### config.mk
export PLATFORM = sky130hd
export DESIGN_NAME = serial_subtractor
export DESIGN_NICKNAME = d
export VERILOG_FILES = /design/src/rtl/serial_subtractor.sv
export SDC_FILE = /design/constraint.sdc
export NUM_CORES = 1
export LEC_CHECK = 0
export ABC_AREA = 1
export BUFFER_PORTS_ARGS = -buffer_cell sky130_fd_sc_hd__clkbuf_2
export CAP_MARGIN = 20
export CORE_ASPECT_RATIO = 1.2
export CORE_MARGIN = 2
export CORE_UTILIZATION = 51
export CTS_BUF_LIST = sky130_fd_sc_hd__clkbuf_2 sky130_fd_sc_hd__clkbuf_4 sky130_fd_sc_hd__clkbuf_8
export CTS_CLUSTER_DIAMETER = 30
export DETAILED_ROUTE_END_ITERATION = 10
export PLACE_DENSITY = 0.79
export SLEW_MARGIN = 15
export SYNTH_ARGS = -nofsm -noshare
export SYNTH_HDL_FRONTEND = slang
export SYNTH_SLANG_ARGS = --single-unit
export TNS_END_PERCENT = 100
### constraint.sdc
create_clock -name Clock -period 1.55 [get_ports Clock]
set_clock_uncertainty 0.05 [all_clocks]
set_input_delay 0.0775 -clock Clock [delete_from_list [all_inputs] [get_ports Clock]]
set_output_delay 0.0775 -clock Clock [all_outputs]
set_load 0.02 [all_outputs]
### src/rtl/serial_subtractor.sv
// Bit-serial WIDTH-bit subtractor: one full-subtractor cell and a borrow flop,
// iterated LSB-first over shift registers, with a Start/Busy/Done handshake.
// Difference = (A - B - Borrow_in) mod 2^WIDTH. Borrow_out and Overflow are
// the unsigned and signed out-of-range flags. All outputs are registered.
module serial_subtractor #(
  parameter int WIDTH = 8
) (
  input  logic             Clock,
  input  logic             Reset,
  input  logic             Start,
  input  logic [WIDTH-1:0] A,
  input  logic [WIDTH-1:0] B,
  input  logic             Borrow_in,
  output logic [WIDTH-1:0] Difference,
  output logic             Borrow_out,
  output logic             Overflow,
  output logic             Busy,
  output logic             Done
);

  localparam int CNT_W = $clog2(WIDTH);

  typedef enum logic [1:0] {
    IDLE  = 2'd0,
    SHIFT = 2'd1,
    DONE  = 2'd2
  } state_t;

  state_t             state;
  logic [WIDTH-1:0]   a_sr;
  logic [WIDTH-1:0]   b_sr;
  logic [WIDTH-1:0]   d_sr;
  logic               borrow;
  logic [CNT_W-1:0]   cnt;

  // Full-subtractor cell working on the current LSBs of the operand registers.
  logic a_bit;
  logic b_bit;
  logic d_bit;
  logic borrow_next;
  logic last_bit;

  assign a_bit       = a_sr[0];
  assign b_bit       = b_sr[0];
  assign d_bit       = a_bit ^ b_bit ^ borrow;
  assign borrow_next = (~a_bit & b_bit) | (~(a_bit ^ b_bit) & borrow);
  assign last_bit    = (cnt == CNT_W'(WIDTH - 1));

  // Handshake FSM, serial datapath and registered result outputs.
  always_ff @(posedge Clock) begin
    if (Reset) begin
      state      <= IDLE;
      a_sr       <= '0;
      b_sr       <= '0;
      d_sr       <= '0;
      borrow     <= 1'b0;
      cnt        <= '0;
      Difference <= '0;
      Borrow_out <= 1'b0;
      Overflow   <= 1'b0;
      Busy       <= 1'b0;
      Done       <= 1'b0;
    end else begin
      // NOTE: every register here uses non-blocking assignment so all of them
      // see the pre-edge values of a_sr/b_sr/borrow, exactly like real flops.
      case (state)
        IDLE: begin
          if (Start) begin
            a_sr   <= A;
            b_sr   <= B;
            borrow <= Borrow_in;
            cnt    <= '0;
            Busy   <= 1'b1;
            state  <= SHIFT;
          end
        end

        SHIFT: begin
          a_sr   <= a_sr >> 1;
          b_sr   <= b_sr >> 1;
          d_sr   <= {d_bit, d_sr[WIDTH-1:1]};
          borrow <= borrow_next;
          cnt    <= cnt + 1'b1;
          if (last_bit) begin
            // At the last bit a_bit/b_bit are the operand MSBs, d_bit the result MSB.
            Difference <= {d_bit, d_sr[WIDTH-1:1]};
            Borrow_out <= borrow_next;
            Overflow   <= (a_bit ^ b_bit) & (d_bit ^ a_bit);
            Done       <= 1'b1;
            state      <= DONE;
          end
        end

        DONE: begin
          Done  <= 1'b0;
          Busy  <= 1'b0;
          state <= IDLE;
        end

        default: begin
          Done  <= 1'b0;
          Busy  <= 1'b0;
          state <= IDLE;
        end
      endcase
    end
  end

endmodule

-- Word level (Yosys, flattened, before mapping)
Index checks and enable logic that the tools add are counted.
- register bits: 42
- logic and storage cells: 49
- eq/ne operators: 4
- $add $sub $neg: 1
- mux-type cells: 15
- reduce and logical (&&, ||, !) cells: 7
- bitwise gates (word level): 11
- operators by type and width (operator ; number):
    $pmux 8 s2 ; 2
    $mux 8 ; 2
    $reduce_and 2->1 ; 5
    $pmux 1 s2 ; 3
    $pmux 3 s2 ; 1
    $mux 2 ; 2
    $ne 2x2->1 const B ; 2
    $not 1->1 ; 4
    $pmux 2 s2 ; 1
    $add 3x1->3 const B ; 1
    $and 1x1->1 ; 3
    $eq 3x3->1 const B ; 1
    $mux 1 ; 3
    $mux 3 ; 1
    $xor 1x1->1 ; 3
    $eq 2x1->1 const B ; 1
    $logic_not 2->1 ; 1
    $reduce_bool 2->1 ; 1
    $or 1x1->1 ; 1

-- Depth between registers and ports, before layout
Gate-level depths: netlist of the first run.
- depth after elaboration: 5
- gate-level depth with buffers: 8
- mapped depth without buffers: 8

-- Least setup slack after synthesis of the first run
No wires, ideal clock.
- path kind: reg-to-reg
- from: register a_sr[0]
- to: register d_sr[7]
- cell stages (with the launch flop): 6
- setup time: 0.119 ns
- slack: 0.201 ns
- data arrival time: 1.179 ns
- path buffers: 0
- cells stage by stage: dfxtp_1 inv_1 fa_1 inv_1 o21ai_0 a21oi_1
- word-level cells in the longest chain between the ends: 2
- RTL lines (item ; line ; text):
    from (decl) ; 30 ; logic [WIDTH-1:0] a_sr;
    from (signal assigned) ; 79 ; a_sr <= a_sr >> 1;
    $xor 1x1->1 (2 in series) ; 45 ; assign d_bit = a_bit ^ b_bit ^ borrow;
    to (signal assigned) ; 81 ; d_sr <= {d_bit, d_sr[WIDTH-1:1]};
    to (decl) ; 32 ; logic [WIDTH-1:0] d_sr;
Every way passes these cells.
A chain may end at the register's enable or synchronous reset.

-- Final worst setup path of the first run
- from: register a_sr[0]
- to: register Overflow
- word-level cells in the longest chain between the ends: 4
- RTL lines (item ; line ; text):
    $xor 1x1->1 ; 45, 88 ;
    $xor 1x1->1 ; 45 ;
    $xor 1x1->1 ; 88 ; Overflow <= (a_bit ^ b_bit) & (d_bit ^ a_bit);
    $and 1x1->1 * ; 88 ;
    to (signal assigned) ; 88 ;
    to (decl) ; 16 ; output logic Overflow,
Mark *: on every way between the ends. The rest lies on a longest branch, timed or not.

==> metrics.md, run 1 <==
| Metric | Value |
|---|---|
| Startpoint class of the critical path | `flop` |
| Drt pass-1 iters | `4` |
| Die area | `4170 um^2` |
| Setup Crit Path Kind | `reg -> reg` |
| Final Setup Violations | `0` |
| Flops & latches, synth | `41` |
| Port Buffers | `31` |
| Antenna cells | `0` |
| # rows | `24` |
| Worst slew margin | `78.1%` |
| Tmin final | `1.38 ns` |
| Post-CTS Resized | `0` |
| Largest family of logic cells by synthesized area | `simple AND/OR/NAND/NOR gates` |
| GRT Total Usage | `21.0%` |
| Vias | `1,667` |
| Vias in the first global route | `1,515` |
| Ports | `32` |
| Clock sink count | `41` |
| Initial core utilization | `52.4%` |
| Final count of pins violating max slew | `0` |
| Post-route DRC | `0` |
| Adder-cell share of the synthesized area | `3.07%` |
| Distinct cells, synth | `22` |
| Synth Warn # | `0` |
| Crit path max fanout | `4` |
| Syn Area/Cell | `6.96 um^2` |
| Final hold slack | `0.00463 ns` |
| Clock Root Buffer | `clkbuf_8` |
| Total grt overflow | `0` |
| Setup Buffers After CTS | `0` |
| LEAKAGE | `1.10 nW` |
| Max stage delay cell, worst path | `fa_1` |
| Mapped Area | `1870 um^2` |
| WL per Instance | `11.2 um` |
| Setup TNS | `0 ns` |
| Synth Area in Simple Gates | `35.6%` |
| HPWL Detailed | `2640 um` |
| GPL Wtd Cong | `0.862` |
| DR iter-0 viols | `78` |
| Hold Violations, Final | `0` |
| Worst-path clk slew | `0.08 ns` |
| Largest net degree at the start of global routing | `36` |
| Hold Crit Class | `in -> reg` |
| Detail Route Antenna Nets | `0` |
| WP data arrival | `1.53 ns` |
| Post-synthesis net count | `293` |
| Peak supply drop | `739 uV` |
| Final net count | `329` |
| Total power | `0.00251 W` |
| Fillers | `339` |
| First-pass GRT wire length | `6590 um` |
| Post-synthesis sequential area ratio | `43.9%` |
| Die width | `59.3 um` |
| Sequence of cells on the critical path | `inv_1 -> fa_1 -> inv_1 -> nand2_1 -> nand3_1 -> nand2_1 -> nand2_1 -> inv_1` |
| CP peak stage delay | `0.47 ns` |
| Compound-Gate Fraction of Synth Area | `7.55%` |
| Fin crit share | `89.0%` |
| Most common cell after layout, fill and taps aside | `nand2_1` |
| Worst-Margin Slew | `0.329 ns` |
| Layout area overhead | `18.5%` |
| Post-DR vias/cell | `4.83` |
| Peak Freq | `725 MHz` |
| Synthesized instance count | `269` |
| Routed WL | `3860 um` |
| Most frequent cells in the layout | `nand2_1, nor2_1, dfxtp_1` |
| CTS buffer count | `5` |
| Max cap viols | `0` |
| Power Dens Cells | `1130 nW/um^2` |
| Worst skew pair latency | `0.30 ns` |
| Core area | `3570 um^2` |
| Required time worst endpoint | `1.70 ns` |
| Share of cells above drive strength 1 | `19.9%` |
| Xor/xnor share of the synthesized area | `0%` |
| Die H | `70.4 um` |
| Clock buffer depth | `2` |
| Outcome | `completed` |
| CTS H-tree lvls | `2` |
| RSZ-0062 raised after global routing | `false` |
| Cell area after placement | `2070 um^2` |
| CTS tree | `built` |
| Initial antenna violation count | `0` |
| Worst Setup End Kind | `flop` |
| Fin area | `2220 um^2` |
| Multiplexer area fraction after synthesis | `0%` |
-- power breakdown --
part           switching (W)  leakage, nW  internal, W
Clock               0.000382       0.0681     0.000640
Sequential         0.0000423        0.336      0.00112
Combinational       0.000192        0.691     0.000135
-- layer usage --
layer	vias to the layer above	track usage, %	routed length [um]
met1	742	24.5	1790
li1	895	-	-
met5	-	0	0
met3	5	6.85	143
met4	0	9.34	62
met2	25	34.1	1860
-- worst max-delay path: cells and delay by family, from the launching register on --
family,cells,cell delay (ns)
fa+ha+maj,1,0.47
flops,1,0.34
simple gates,4,0.23
buf+inv,3,0.20
-- registers in the layout (all words and copies together) (netlist names) --
register	count
cnt	3
state	2
Overflow	1
Difference	8
b_sr	8
d_sr	7
borrow	1
Borrow_out	1
Done	1
a_sr	8
Busy	1
-- synth_stat cells (all sizes together) --
master,n,area (um^2)
a21oi,12,75.1
buf,10,77.6
clkbuf,3,11.3
clkinv,1,3.75
dfxtp,41,821
fa,1,20.0
ha,3,37.5
inv,25,93.8
nand2,89,352
nand3,25,125
nor2,47,184
nor3,1,5.00
o21ai,11,66.3
-- layout make-up --
cell class / instances / area [um^2] / share of cell area (%)
multi-input cells: 189 / 865 / 39.0
flip-flops and latches: 41 / 821 / 37.0
repair buffers: 42 / 253 / 11.4
inverters: 26 / 97.6 / 4.40
clock buffers: 5 / 68.8 / 3.10
clock inverters: 3 / 65.1 / 2.93
well taps: 39 / 48.8 / 2.20
-- cells by family (layout without fill, tap and decap cells) --
family	after synthesis	after routing
AND/OR/NAND/NOR	162	162
buffers and inverters	39	76
adder cells (fa/ha/maj)	4	4
AO/OA/AOI/OAI	23	23
flip-flops	41	41
-- timing repair --
action | in CTS | in global routing
endpoints found under the hold margin | 1 | 0
endpoints found under the setup margin | 0 | 2
hold buffers | 1 | 0
-- per-stage QoR --
step | cells | util (%) | setup slack, ns
after global routing | 345 | 62.1 | 0.0199
after floorplan | 269 | - | 0.201
after CTS | 345 | 62.1 | 0.114
after detailed placement | 336 | 58.1 | 0.128
final | 345 | 62.1 | 0.170
after global placement | 336 | 58.1 | 0.159
-- path summary, 6_finish.rpt --
check	startpoint	to	slack [ns]	depth (start not counted)
min	A[7]	a_sr[7]$_SDFFE_PP0P_	0.005	3
max	a_sr[0]$_SDFFE_PP0P_	Overflow$_SDFFE_PP0P_	0.17	8
max reg2reg	a_sr[0]$_SDFFE_PP0P_	Overflow$_SDFFE_PP0P_	0.17	8
min reg2reg	Difference[5]$_SDFFE_PP0P_	Difference[5]$_SDFFE_PP0P_	0.41	2
Power figures use the tool's default switching activity.
==> inputs of run 2 (changes only) <==
--- a/config.mk
+++ b/config.mk
@@ -10,11 +10,11 @@
 export CAP_MARGIN = 20
 export CORE_ASPECT_RATIO = 1.2
 export CORE_MARGIN = 2
-export CORE_UTILIZATION = 51
+export CORE_UTILIZATION = 57
 export CTS_BUF_LIST = sky130_fd_sc_hd__clkbuf_2 sky130_fd_sc_hd__clkbuf_4 sky130_fd_sc_hd__clkbuf_8
 export CTS_CLUSTER_DIAMETER = 30
 export DETAILED_ROUTE_END_ITERATION = 10
-export PLACE_DENSITY = 0.79
+export PLACE_DENSITY = 0.86
 export SLEW_MARGIN = 15
 export SYNTH_ARGS = -nofsm -noshare
 export SYNTH_HDL_FRONTEND = slang
==> metrics.md, run 2 (synthesized netlist as in run 1, its figures left out) <==
| Metric | Value |
|---|---|
| Outcome | `completed (unchanged)` |
| Drt pass-1 iters | `4 (unchanged)` |
| CTS buffer count | `5 (unchanged)` |
| Total grt overflow | `0 (unchanged)` |
| Worst-Margin Slew | `0.354 ns (was 0.329 ns)` |
| Hold Path Sink | `b_sr[2]$_SDFFE_PP0P_ (was a_sr[7]$_SDFFE_PP0P_)` |
| Power Dens Cells | `979 nW/um^2 (was 1130 nW/um^2)` |
| Peak supply drop | `829 uV (was 739 uV)` |
| Layout area overhead | `22.9% (was 18.5%)` |
| Clock sink count | `41 (unchanged)` |
| Vias in the first global route | `1,668 (was 1,515)` |
| Final Setup Violations | `0 (unchanged)` |
| Initial core utilization | `60.2% (was 52.4%)` |
| Clock Root Buffer | `clkbuf_4 (was clkbuf_8)` |
| DR iter-0 viols | `73 (was 78)` |
| Net Sw Frac | `26.5% (was 24.6%)` |
| CTS tree | `built (unchanged)` |
| CTS H-tree lvls | `2 (unchanged)` |
| Reg-to-Reg End | `Overflow$_SDFFE_PP0P_ (unchanged)` |
| Clk network pwr share | `32.6% (was 40.8%)` |
| Launching point of the worst reg2reg path | `a_sr[0]$_SDFFE_PP0P_ (unchanged)` |
| Die H | `66.8 um (was 70.4 um)` |
| Post-route DRC | `0 (unchanged)` |
| Core Util, Final | `74.0% (was 62.1%)` |
| Most common cell after layout, fill and taps aside | `nand2_1 (unchanged)` |
| Reg2reg setup slack | `0.10 ns (was 0.17 ns)` |
| WHS Path Cells | `5 (was 3)` |
| Core area | `3110 um^2 (was 3570 um^2)` |
| Post-route insts no fill | `356 (was 345)` |
| WL per Instance | `11.6 um (was 11.2 um)` |
| HPWL Detailed | `2680 um (was 2640 um)` |
| Hold Crit Class | `in -> reg (unchanged)` |
| Vias | `1,842 (was 1,667)` |
| Psw | `0.000598 W (was 0.000616 W)` |
| Cell total after placement | `332 (was 336)` |
| Worst skew pair latency | `0.36 ns (was 0.30 ns)` |
| LEAKAGE | `1.13 nW (was 1.10 nW)` |
| Share of cells above drive strength 1 | `19.1% (was 19.9%)` |
| Crit path max fanout | `4 (unchanged)` |
| Top Registers | `Difference (8), a_sr (8), b_sr (8) (unchanged)` |
| GRT Total Usage | `24.3% (was 21.0%)` |
| Worst Setup End Kind | `flop (unchanged)` |
| Die width | `56.3 um (was 59.3 um)` |
| Tmin final | `1.45 ns (was 1.38 ns)` |
| Worst slew margin | `76.4% (was 78.1%)` |
| Internal power | `0.00165 W (was 0.00189 W)` |
| Final count of pins violating max slew | `0 (unchanged)` |
| # rows | `22 (was 24)` |
| RSZ-0062 raised after global routing | `false (unchanged)` |
| Final net count | `343 (was 329)` |
| Routed WL | `4150 um (was 3860 um)` |
| WP data arrival | `1.68 ns (was 1.53 ns)` |
| Required time worst endpoint | `1.78 ns (was 1.70 ns)` |
| Setup TNS | `0 ns (unchanged)` |
| Reg2reg path depth | `8 (unchanged)` |
| First-pass GRT wire length | `6930 um (was 6590 um)` |
| Most frequent cells in the layout | `nand2_1, nor2_1, dfxtp_1 (unchanged)` |
| Clock buffer depth | `2 (unchanged)` |
| Port Buffers | `31 (unchanged)` |
| Ports | `32 (unchanged)` |
| Hold Violations, Final | `0 (unchanged)` |
| Worst-path clk slew | `0.13 ns (was 0.08 ns)` |
| Post-DR vias/cell | `5.17 (was 4.83)` |
| Sequential share of power | `51.4% (was 46.2%)` |
| Max cap viols | `0 (unchanged)` |
| Detail Route Antenna Nets | `0 (unchanged)` |
| GPL Wtd Cong | `0.782 (was 0.862)` |
| Fin crit share | `93.3% (was 89.0%)` |
| Initial antenna violation count | `0 (unchanged)` |
| Antenna cells | `0 (unchanged)` |
| Startpoint class of the critical path | `flop (unchanged)` |
| Setup Crit Path Kind | `reg -> reg (unchanged)` |
| Combinational share of power | `16.0% (was 13.0%)` |
| Peak Freq | `692 MHz (was 725 MHz)` |
| Die area | `3760 um^2 (was 4170 um^2)` |
| Hold_sp | `B[2] (was A[7])` |
| Largest net degree at the start of global routing | `21 (was 36)` |
==> run 2: changes by cell type in the layout (fill, tap and decap cells not counted) <==
cell / change
bufinv_16: -1
buf_12: -1
clkinvlp_4: +1
dfxtp_1: -1
dlygate4sd3_1: +15
clkinv_2: -1
clkbuf_4: +5
dfxtp_2: +1
clkbuf_8: -4
==> run 2: how the worst max path moves through the flow <==
stage | start | slack (ns) | cells after the start | endpoint
after detailed placement | a_sr[0]$_SDFFE_PP0P_ | 0.09 | 8 | Overflow$_SDFFE_PP0P_
after CTS | a_sr[0]$_SDFFE_PP0P_ | 0.06 | 8 | Overflow$_SDFFE_PP0P_
after global routing | a_sr[0]$_SDFFE_PP0P_ | 0.009 | 8 | Overflow$_SDFFE_PP0P_
after floorplan | a_sr[0]$_SDFFE_PP0P_ | 0.20 | 5 | d_sr[7]$_SDFFE_PP0P_
final | a_sr[0]$_SDFFE_PP0P_ | 0.10 | 8 | Overflow$_SDFFE_PP0P_
after global placement | a_sr[0]$_SDFFE_PP0P_ | 0.16 | 8 | Overflow$_SDFFE_PP0P_
==> run 2: worst max-delay path, stage by stage, from the launching register on <==
cell and delay [ns]:
dfxtp_2 0.34, inv_1 0.11, fa_1 0.47, inv_1 0.10, nand2_1 0.05, nand3_1 0.08, nand2_1 0.06, nand2_1 0.06
inv_1 0.03
==> run 2: power groups by stage <==
| stage | combinational (W) | sequential, W | clock [W] |
|---|---|---|---|
| 4_1_cts | 0.000354 | 0.00116 | 0.000744 |
| 5_1_grt | 0.000412 | 0.00117 | 0.000788 |
| 3_3_place_gp | 0.000308 | 0.00118 | 0 |
| 3_5_place_dp | 0.000321 | 0.00118 | 0 |
| 6_report | 0.000360 | 0.00116 | 0.000734 |
| 2_1_floorplan | 0.000249 | 0.00117 | 0 |
==> run 2: layout make-up <==
cell class,instances,area (um^2)
flip-flops and latches,41,822
fillers,248,810
inverters,26,97.6
multi-input cells,189,865
well taps,36,45.0
clock buffers,6,51.3
repair buffers,56,383
clock inverters,2,37.5
==> run 2: what timing repair did <==
item,CTS,global route
resized for setup,0,1
endpoints found under the setup margin,0,1
setup buffers,0,0
endpoints found under the hold margin,16,0
hold buffers,16,0
==> run 2: layer usage <==
layer	GRT usage, %	up-vias	share of wire [%]
met1	26.9	822	42
met3	5.83	20	5.8
met2	41.9	74	48
li1	-	926	-
met5	0	-	0
met4	15.2	0	4.1
==> run 2: per-stage QoR <==
step           worst slack [ns]  cell area (um^2)  power (W)  hold slack (ns)
2_1_floorplan             0.201              1870    0.00142            0.134
3_5_place_dp             0.0909              2050    0.00150            0.314
3_3_place_gp              0.164              2050    0.00149            0.308
4_1_cts                  0.0643              2300    0.00225          0.00309
6_report                  0.104              2300    0.00225          0.00196
5_1_grt                 0.00946              2300    0.00237           0.0208
